$ cat src/rtl/jtag_master.sv
// jtag_master: command-driven JTAG initiator that walks a target TAP from Run-Test/Idle through Shift-IR/DR and back.
// Optional JTAG_MASTER_AUTO_RESET_EN: after rst deasserts, run a silent TAP reset sequence before accepting commands.
module jtag_master #(
    parameter int CLOCK_DIVIDER    = 4,
    parameter int MAX_SHIFT_LENGTH = 32
) (
    input  logic                        clk,
    input  logic                        rst,
    input  logic                        cmd_valid,
    output logic                        cmd_ready,
    input  logic [1:0]                  cmd_type,
    input  logic [5:0]                  cmd_length,
    input  logic [MAX_SHIFT_LENGTH-1:0] cmd_data,
    output logic                        rsp_valid,
    output logic [MAX_SHIFT_LENGTH-1:0] rsp_data,
    output logic                        busy,
    output logic                        jtag_tck,
    output logic                        jtag_tms,
    output logic                        jtag_tdi,
    input  logic                        jtag_tdo
);
    typedef enum logic [2:0] {IDLE, PREAMBLE, SHIFT, POSTAMBLE, DONE} state_t;

    localparam logic [7:0] DIV_LAST  = 8'(CLOCK_DIVIDER - 1);
    localparam logic [6:0] MAX_LEN   = 7'(MAX_SHIFT_LENGTH);
    localparam logic [1:0] CMD_RESET = 2'd0;
    localparam logic [1:0] CMD_IR    = 2'd1;
    localparam logic [1:0] CMD_DR    = 2'd2;
    localparam logic [1:0] CMD_IDLE  = 2'd3;
    // TMS walks from Run-Test/Idle, bit 0 first.
    localparam logic [5:0] SEQ_RESET = 6'b011111;
    localparam logic [5:0] SEQ_IR    = 6'b000011;
    localparam logic [5:0] SEQ_DR    = 6'b000001;

    state_t                      state;
    logic [7:0]                  divCnt;
    logic [5:0]                  preSeq;
    logic [2:0]                  preLeft;
    logic [5:0]                  bitLeft;
    logic [5:0]                  shLen;
    logic [1:0]                  postLeft;
    logic                        isScan;
    logic                        silent;
    logic [MAX_SHIFT_LENGTH-1:0] dataSh;
    logic [MAX_SHIFT_LENGTH-1:0] capSh;
    logic                        accept;
    logic                        tckEdge;
    logic [5:0]                  clampLen;

    // Handshake, divider terminal count and clamped scan length.
    always_comb begin
        accept  = cmd_valid && cmd_ready;
        tckEdge = (divCnt == DIV_LAST);
        if ({1'b0, cmd_length} > MAX_LEN) begin
            clampLen = MAX_LEN[5:0];
        end else begin
            clampLen = cmd_length;
        end
    end

    // Command sequencer, TCK divider, TMS/TDI drive and TDO capture.
    always_ff @(posedge clk or posedge rst) begin
        if (rst) begin
            divCnt    <= 8'd0;
            jtag_tck  <= 1'b0;
            jtag_tms  <= 1'b1;
            jtag_tdi  <= 1'b0;
            rsp_valid <= 1'b0;
            rsp_data  <= '0;
            dataSh    <= '0;
            capSh     <= '0;
            bitLeft   <= 6'd0;
            shLen     <= 6'd0;
            postLeft  <= 2'd0;
            isScan    <= 1'b0;
`ifdef JTAG_MASTER_AUTO_RESET_EN
            state     <= PREAMBLE;
            cmd_ready <= 1'b0;
            busy      <= 1'b1;
            preSeq    <= SEQ_RESET;
            preLeft   <= 3'd6;
            silent    <= 1'b1;
`else
            state     <= IDLE;
            cmd_ready <= 1'b1;
            busy      <= 1'b0;
            preSeq    <= 6'd0;
            preLeft   <= 3'd0;
            silent    <= 1'b0;
`endif
        end else begin
            rsp_valid <= 1'b0;
            case (state)
                IDLE: begin
                    if (accept) begin
                        cmd_ready <= 1'b0;
                        busy      <= 1'b1;
                        divCnt    <= 8'd0;
                        jtag_tck  <= 1'b0;
                        jtag_tdi  <= 1'b0;
                        silent    <= 1'b0;
                        dataSh    <= cmd_data;
                        capSh     <= '0;
                        shLen     <= clampLen;
                        case (cmd_type)
                            CMD_RESET: begin
                                state    <= PREAMBLE;
                                preSeq   <= SEQ_RESET;
                                preLeft  <= 3'd6;
                                jtag_tms <= 1'b1;
                                isScan   <= 1'b0;
                            end
                            CMD_IR, CMD_DR: begin
                                isScan <= 1'b1;
                                if (cmd_length == 6'd0) begin
                                    state     <= DONE;
                                    rsp_valid <= 1'b1;
                                    rsp_data  <= '0;
                                end else begin
                                    state    <= PREAMBLE;
                                    preSeq   <= (cmd_type == CMD_IR) ? SEQ_IR : SEQ_DR;
                                    preLeft  <= (cmd_type == CMD_IR) ? 3'd4 : 3'd3;
                                    jtag_tms <= 1'b1;
                                end
                            end
                            CMD_IDLE: begin
                                isScan  <= 1'b0;
                                bitLeft <= cmd_length;
                                if (cmd_length == 6'd0) begin
                                    state     <= DONE;
                                    rsp_valid <= 1'b1;
                                    rsp_data  <= '0;
                                end else begin
                                    state    <= SHIFT;
                                    jtag_tms <= 1'b0;
                                end
                            end
                            default: state <= IDLE;
                        endcase
                    end else begin
                        state <= IDLE;
                    end
                end
                PREAMBLE, SHIFT, POSTAMBLE: begin
                    if (!tckEdge) begin
                        divCnt <= divCnt + 8'd1;
                    end else begin
                        divCnt   <= 8'd0;
                        jtag_tck <= !jtag_tck;
                        if (!jtag_tck) begin
                            if (state == SHIFT && isScan) begin
                                capSh <= {jtag_tdo, capSh[MAX_SHIFT_LENGTH-1:1]};
                            end else begin
                                capSh <= capSh;
                            end
                        end else begin
                            // Falling TCK edge: step to the next TMS/TDI bit.
                            case (state)
                                PREAMBLE: begin
                                    if (preLeft == 3'd1) begin
                                        if (isScan) begin
                                            state    <= SHIFT;
                                            bitLeft  <= shLen;
                                            jtag_tms <= (shLen == 6'd1);
                                            jtag_tdi <= dataSh[0];
                                        end else begin
                                            state     <= DONE;
                                            rsp_valid <= !silent;
                                            rsp_data  <= '0;
                                        end
                                    end else begin
                                        preLeft  <= preLeft - 3'd1;
                                        preSeq   <= preSeq >> 1;
                                        jtag_tms <= preSeq[1];
                                    end
                                end
                                SHIFT: begin
                                    if (bitLeft == 6'd1) begin
                                        jtag_tdi <= 1'b0;
                                        if (isScan) begin
                                            state    <= POSTAMBLE;
                                            postLeft <= 2'd2;
                                            jtag_tms <= 1'b1;
                                        end else begin
                                            state     <= DONE;
                                            rsp_valid <= 1'b1;
                                            rsp_data  <= '0;
                                        end
                                    end else begin
                                        bitLeft  <= bitLeft - 6'd1;
                                        jtag_tms <= isScan && (bitLeft == 6'd2);
                                        jtag_tdi <= isScan && dataSh[1];
                                        dataSh   <= dataSh >> 1;
                                    end
                                end
                                POSTAMBLE: begin
                                    if (postLeft == 2'd1) begin
                                        state     <= DONE;
                                        rsp_valid <= 1'b1;
                                        // Captured bits enter at the MSB; right-align them.
                                        rsp_data  <= capSh >> (MAX_LEN - {1'b0, shLen});
                                    end else begin
                                        postLeft <= 2'd1;
                                        jtag_tms <= 1'b0;
                                    end
                                end
                                default: state <= IDLE;
                            endcase
                        end
                    end
                end
                DONE: begin
                    state     <= IDLE;
                    cmd_ready <= 1'b1;
                    busy      <= 1'b0;
                    silent    <= 1'b0;
                end
                default: state <= IDLE;
            endcase
        end
    end
endmodule

$ cat config.mk
export PLATFORM = sky130hd
export DESIGN_NAME = jtag_master
export DESIGN_NICKNAME = d
export VERILOG_FILES = /design/src/rtl/jtag_master.sv
export SDC_FILE = /design/constraint.sdc
export NUM_CORES = 1
export LEC_CHECK = 0
export ABC_AREA = 1
export BUFFER_PORTS_ARGS = -buffer_cell sky130_fd_sc_hd__buf_2
export CAP_MARGIN = 40
export CORE_ASPECT_RATIO = 0.9
export CORE_MARGIN = 1.5
export CORE_UTILIZATION = 54
export CTS_BUF_LIST = sky130_fd_sc_hd__clkbuf_16
export DETAILED_ROUTE_END_ITERATION = 10
export GPL_TIMING_DRIVEN = 0
export PLACE_DENSITY = 0.77
export SLEW_MARGIN = 20
export SYNTH_ARGS = -nofsm -noshare
export SYNTH_HDL_FRONTEND = slang
export SYNTH_SLANG_ARGS = --single-unit
$ cat constraint.sdc
create_clock -name clk -period 3.7 [get_ports clk]
set_clock_uncertainty 0.05 [all_clocks]
set_input_delay 0.185 -clock clk [delete_from_list [all_inputs] [get_ports clk]]
set_output_delay 0.185 -clock clk [all_outputs]
set_load 0.005 [all_outputs]
==> results of run 1 <==
worst max path at each step:
| stage | cells past startpoint | startpoint | to | slack (ns) |
|---|---|---|---|---|
| after floorplan | 13 | shLen[0]$_DFFE_PP0P_ | rsp_data[11]$_DFFE_PP0P_ | 1.22 |
| after global placement | 12 | shLen[0]$_DFFE_PP0P_ | rsp_data[10]$_DFFE_PP0P_ | 0.42 |
| after detailed placement | 13 | shLen[0]$_DFFE_PP0P_ | rsp_data[13]$_DFFE_PP0P_ | 0.43 |
| after CTS | 13 | shLen[0]$_DFFE_PP0P_ | rsp_data[13]$_DFFE_PP0P_ | 0.39 |
| after global routing | 13 | shLen[0]$_DFFE_PP0P_ | rsp_data[12]$_DFFE_PP0P_ | 0.04 |
| final | 13 | shLen[0]$_DFFE_PP0P_ | rsp_data[13]$_DFFE_PP0P_ | 0.25 |
through the flow:
stage,cells,setup WS (ns)
after detailed placement,1369,0.434
after CTS,1432,0.387
final,1432,0.255
after global routing,1432,0.0352
after global placement,1365,0.423
after floorplan,1091,1.22
flip-flops by register name (all words and copies together), names as in the netlist:
name       cells
bitLeft        6
busy           1
capSh         32
cmd_ready      1
dataSh        32
divCnt         8
isScan         1
jtag_tck       1
jtag_tdi       1
jtag_tms       1
postLeft       2
preLeft        3
preSeq         4
rsp_data      32
rsp_valid      1
shLen          6
state          3
worst max-delay path, cell delays in order, from the launching register on:
cell and delay, ns:
dfrtp_1 0.39, clkbuf_1 0.37, inv_1 0.16, clkbuf_1 0.27, ha_1 0.31, xor2_1 0.58, inv_1 0.15, clkbuf_1 0.29
nand3_1 0.18, nand2_1 0.11, nand2_1 0.07, nand2_1 0.05, o21ai_0 0.24, nand2_1 0.09
layout by cell type, fill, tap and decap left out, drive strengths merged, types with 2 or more instances in the layout:
master and instances:
a211oi 2, a21oi 34, or2 2, clkbuf 56, dlygate4sd3 31, o211ai 5, o22ai 6, nor3 7
buf 110, ha 14, nand2 261, nand4 8, nor4 3, bufinv 2, xor2 6, dfstp 2
dfrtp 133, nor2 84, inv 68, clkinv 7, a31oi 37, a22oi 2, o21ai 96, o21a 3
nand3 249, clkinvlp 5
layer usage:
| layer | GRT usage | vias to the layer above | routed length, µm |
|---|---|---|---|
| li1 | - | 3990 | - |
| met1 | 0.472 | 3950 | 10600 |
| met2 | 0.458 | 430 | 9990 |
| met3 | 0.0645 | 50 | 1980 |
| met4 | 0.0968 | 0 | 492 |
| met5 | 0 | - | 0 |
final cells by class:
cell class | count | area, µm² | area share
inverters | 67 | 255 | 0.0268
well taps | 193 | 241 | 0.0254
clock inverters | 15 | 124 | 0.0130
plain buffers | 64 | 270 | 0.0284
flip-flops and latches | 135 | 3380 | 0.355
clock buffers | 17 | 425 | 0.0447
multi-input cells | 825 | 4020 | 0.423
repair buffers | 116 | 796 | 0.0836
what timing repair did:
action	4_1_cts	5_1_grt
setup endpoints to repair	0	0
hold buffers	31	0
endpoints found under the hold margin	97	0
report_power, final:
part / switching, µW / internal [µW] / total [µW] / leakage, µW
combinational: 3400 / 1380 / 4780 / 0.00267
sequential: 240 / 1840 / 2080 / 0.00174
clock: 632 / 966 / 1600 / 0.000271
kinds of logic after synthesis:
group,share of synthesized area
and+or+nand+nor,0.346
AOI/OAI and AO/OA,0.132
DFF,0.427
buffers and inverters,0.0658
adders and majority gates,0.0221
xor gates and xnor gates,0.00663
muxes,0.00126
==> results.yml, run 1 <==
status:
  status: "finished, final reports clean"
yosys:
  synth_cell_types: 42
  yosys.cell_count.top_type: "nand2_1"
  synth_top_cell_by_area: "dfrtp_1"
  synth_top_cells_by_count: "nand2_1 (259), nand3_1 (249), dfrtp_1 (133)"
  seq_area_frac_synth: 0.427
  netlist_area_mm2: 0.00792
  synth_edf_count: 0
  synth-async-reset-ratio: 1.00
  synth_area_leaders: "dfrtp_1 (42%), nand3_1 (16%), nand2_1 (12%), o21ai_0 (5.2%), nor2_1 (3.6%)"
  syn_nets: 1149
  yosysTopAreaCellShare: 0.420
  synth_cells: 1091
  yosys_warnings: 0
  ys_ff_latch: 135
  avgSynthCellArea_um2: 7.26
  synth-main-ff-cell: "dfrtp_1"
worst_hold_path:
  hold_path.class: "primary input to flop"
  min_to: "dataSh[0]$_DFFE_PP0P_"
  hold_path.startpoint: "cmd_data[0]"
  hold_depth: 3
place:
  dp_hpwl_mm: 16.6
  io_buffers: 81
  dpl_cell_area_mm2: 0.00865
  place.gp.congestion: 1.01
cells_and_area:
  finalCoreUtilization: 0.672
  fin_nets: 1284
  area_growth_pct: 20.1
  antenna_cells: 0
  fill_cells: 1232
  design_area_mm2: 0.00951
  layout-drive-gt1-share: 0.119
pwr:
  leakage_uw: 0.00468
  totalPowerFinal_uw: 8460
  p_per_area_mw_per_mm2: 889
  ir_drop_v: 0.000558
critical_path:
  cp-start-kind: "flop"
  timing.rr.end: "rsp_data[13]$_DFFE_PP0P_"
  end_kind: "flop"
  r2r_start: "shLen[0]$_DFFE_PP0P_"
  crit_required_ns: 3.95
  r2r_cells: 13
  r2r_slack_ns: 0.25
  cp.arrival_ns: 3.69
  crit_fanout: 10
  worstSetupPathType: "flop to flop"
die:
  core_region_area_mm2: 0.0142
  dieWidth_um: 131
  dieArea_mm2: 0.0154
  start_util: 0.560
  die_h_um: 118
  ios: 82
  std_cell_rows: 41
timing:
  setup_viol: 0
  max_freq_mhz: 290
  hold_violations: 0
  rsz0062_at_grt: "no"
  holdWs_ns: 0.00302
  fin_crit_sh: 0.931
  final.min_clock_period_ns: 3.45
  max-slew-margin-rel: 0.539
  worst_pin_slew_ns: 0.689
  final_max_slew_viol_count: 0
  setup_tns_ns: 0
cts:
  cts_buffers: 17
  cts_resized: 0
  ctsLongestPathBuffers: 2
  clk_pin_slew_ns: 0.06
  tritoncts: "built"
  cts-root-buf: "clkbuf_16"
  clk_latency_ns: 0.43
  htree_levels: 4
  clock-sinks: 135
  post_cts_buffers: 0
drt:
  viasPerCell: 5.88
  first_pass_iters: 7
  ant_nets: 0
  drtIter0Drc: 1097
  vias: 8420
  wl_mm: 23.1
  post_drt_wl_per_cell_um: 16.1
  drc_errors: 0
grt:
  grt_pass1_wl_mm: 38.5
  grtUsageTotal: 0.316
  grt_pass1_vias: 7844
  grt_max_degree: 35
  antenna_found_initial: 0
  gr-total-overflow: 0
job:
  cap_violations: 0
Note: power is estimated with default switching activity, not from simulation.
==> inputs of run 2 (changes only) <==
--- a/config.mk
+++ b/config.mk
@@ -8,13 +8,15 @@
 export ABC_AREA = 1
 export BUFFER_PORTS_ARGS = -buffer_cell sky130_fd_sc_hd__buf_2
 export CAP_MARGIN = 40
+export CELL_PAD_IN_SITES_DETAIL_PLACEMENT = 0
+export CELL_PAD_IN_SITES_GLOBAL_PLACEMENT = 1
 export CORE_ASPECT_RATIO = 0.9
 export CORE_MARGIN = 1.5
-export CORE_UTILIZATION = 54
+export CORE_UTILIZATION = 39
 export CTS_BUF_LIST = sky130_fd_sc_hd__clkbuf_16
 export DETAILED_ROUTE_END_ITERATION = 10
 export GPL_TIMING_DRIVEN = 0
-export PLACE_DENSITY = 0.77
+export PLACE_DENSITY_LB_ADDON = 0.1
 export SLEW_MARGIN = 20
 export SYNTH_ARGS = -nofsm -noshare
 export SYNTH_HDL_FRONTEND = slang
==> run 2 against run 1 <==
  * The run now ends with design-rule violations left
  * Design area is 1.9% higher
  * Clock power is 9% higher
  * Flip-flop and latch count unchanged
  * Sequential share of layout area is 0.65 points lower
  * Non-clock buffer count grew 4
  * Die area up 37%
  * Critical path depth fell by 1
  * Worst hold slack gained 0.0071 ns
  * Critical path type unchanged
  * Largest cell class unchanged
  * Largest power group unchanged
  * Highest routed layer unchanged
==> results.yml, run 2 (synthesized netlist as in run 1, its figures left out) <==
place:
  place_ws_ns: 0.269
  place.gp.congestion: 0.913
  dpl_cell_area_mm2: 0.00874
  dp_hpwl_mm: 18.8
  io_buffers: 81
grt:
  grt_pass1_wl_mm: 41.2
  antenna_found_initial: 0
  grt_pass1_vias: 7572
  grt_max_degree: 34
  grtUsageTotal: 0.244
  gr-total-overflow: 0
cts:
  cts-root-buf: "clkbuf_16"
  clk_pin_slew_ns: 0.07
  cts_buffers: 17
  ctsLongestPathBuffers: 2
  post_cts_buffers: 0
  clock-sinks: 135
  clk_latency_ns: 0.43
  tritoncts: "built"
  htree_levels: 4
cells_and_area:
  design_area_mm2: 0.00969
  top_regs: "capSh x32, dataSh x32, rsp_data x32"
  final_cell_mix: "nand2_1 (259), nand3_1 (249), dfrtp_1 (133), buf_2 (96), o21ai_0 (83)"
  layout-drive-gt1-share: 0.126
  finalCoreUtilization: 0.486
  area_growth_pct: 22.3
  mostFrequentLayoutCell: "nand2_1"
  antenna_cells: 0
  fin_nets: 1288
pwr:
  ir_drop_v: 0.000378
  p_per_area_mw_per_mm2: 894
  leakage_uw: 0.00472
critical_path:
  worstSetupPathType: "flop to flop"
  r2r_cells: 12
  cp-start-kind: "flop"
  crit_fanout: 10
  end_kind: "flop"
  cpMaxStageDelayCell: "clkbuf_1"
  slowest_delay_ns: 0.44
  cp.arrival_ns: 3.65
  crit_required_ns: 4.01
  worstPathCellList: "clkbuf_1, inv_1, clkbuf_1, ha_1, xor2_2, clkbuf_1, nand3_1, o21ai_0, nand2_1, nand2_1, nand3_1, nand2_1"
drt:
  drtIter0Drc: 662
  post_drt_wl_per_cell_um: 16.6
  viasPerCell: 5.35
  first_pass_iters: 8
  ant_nets: 0
  vias: 8014
  wl_mm: 24.9
  drc_errors: 3
timing:
  hold_violations: 0
  rsz0062_at_grt: "no"
  holdWs_ns: 0.0101
  final.min_clock_period_ns: 3.34
  final_max_slew_viol_count: 0
  setup_tns_ns: 0
  max_freq_mhz: 299
  max-slew-margin-rel: 0.517
  setup_viol: 0
  fin_crit_sh: 0.904
  worst_slack_ns: 0.356
  worst_pin_slew_ns: 0.723
die:
  die_h_um: 138
  start_util: 0.398
  dieArea_mm2: 0.0212
  ios: 82
  std_cell_rows: 49
  core_region_area_mm2: 0.0199
  dieWidth_um: 153
job:
  cap_violations: 0
worst_hold_path:
  hold_path.class: "primary input to flop"
  hold_depth: 3
status:
  violations: "design-rule violations"
  status: "finished with violations"
## run 2: worst paths after layout
| check | startpoint | endpoint | slack [ns] |
|---|---|---|---|
| worst max-delay path | shLen[0]$_DFFE_PP0P_ | rsp_data[10]$_DFFE_PP0P_ | 0.36 |
| worst max register to register | shLen[0]$_DFFE_PP0P_ | rsp_data[10]$_DFFE_PP0P_ | 0.36 |
| worst min register to register | rsp_data[25]$_DFFE_PP0P_ | rsp_data[25]$_DFFE_PP0P_ | 0.43 |
| min in group asynchronous | rst | divCnt[7]$_DFFE_PP0P_ | 0.37 |
| worst min-delay path | cmd_length[0] | shLen[0]$_DFFE_PP0P_ | 0.01 |
| max in group asynchronous | rst | rsp_data[0]$_DFFE_PP0P_ | 2.45 |
## run 2: report_power, final
group	internal, µW	switching, µW
combinational	1390	3450
clock	1010	745
sequential	1830	239
total	4230	4430
## run 2: critical path: cells and delay by family, from the launching register on
kind / cells / cell delay (ns)
compound gates: 1 / 0.14
xor+xnor: 1 / 0.40
fa+ha+maj: 1 / 0.34
buf+inv: 4 / 1.28
flops: 1 / 0.39
simple gates: 5 / 0.67
## run 2: what timing repair did
item                                   in CTS  in global routing
resized for setup                           0                  1
setup endpoints to repair                   0                  5
endpoints found under the hold margin      61                  0
hold buffers                               35                  0
## run 2: layer usage
metal	share of wire	GRT usage
met1	0.53	0.389
met3	0.057	0.0442
met5	0	0
met2	0.40	0.341
met4	0.0091	0.0464
## run 2: stage by stage
step | cells | power [µW]
3_3_place_gp | 1427 | 6840
5_1_grt | 1498 | 9370
3_5_place_dp | 1431 | 6830
4_1_cts | 1498 | 8630
6_report | 1498 | 8660
2_1_floorplan | 1091 | 5430
## run 2: cell type report
class | count | area [µm²]
tap | 255 | 319
buffer | 64 | 270
timing repair buffer | 120 | 843
clock inverter | 15 | 168
sequential | 135 | 3380
fill | 2036 | 10200
multi-input combinational | 825 | 4030
inverter | 67 | 255
clock buffer | 17 | 425
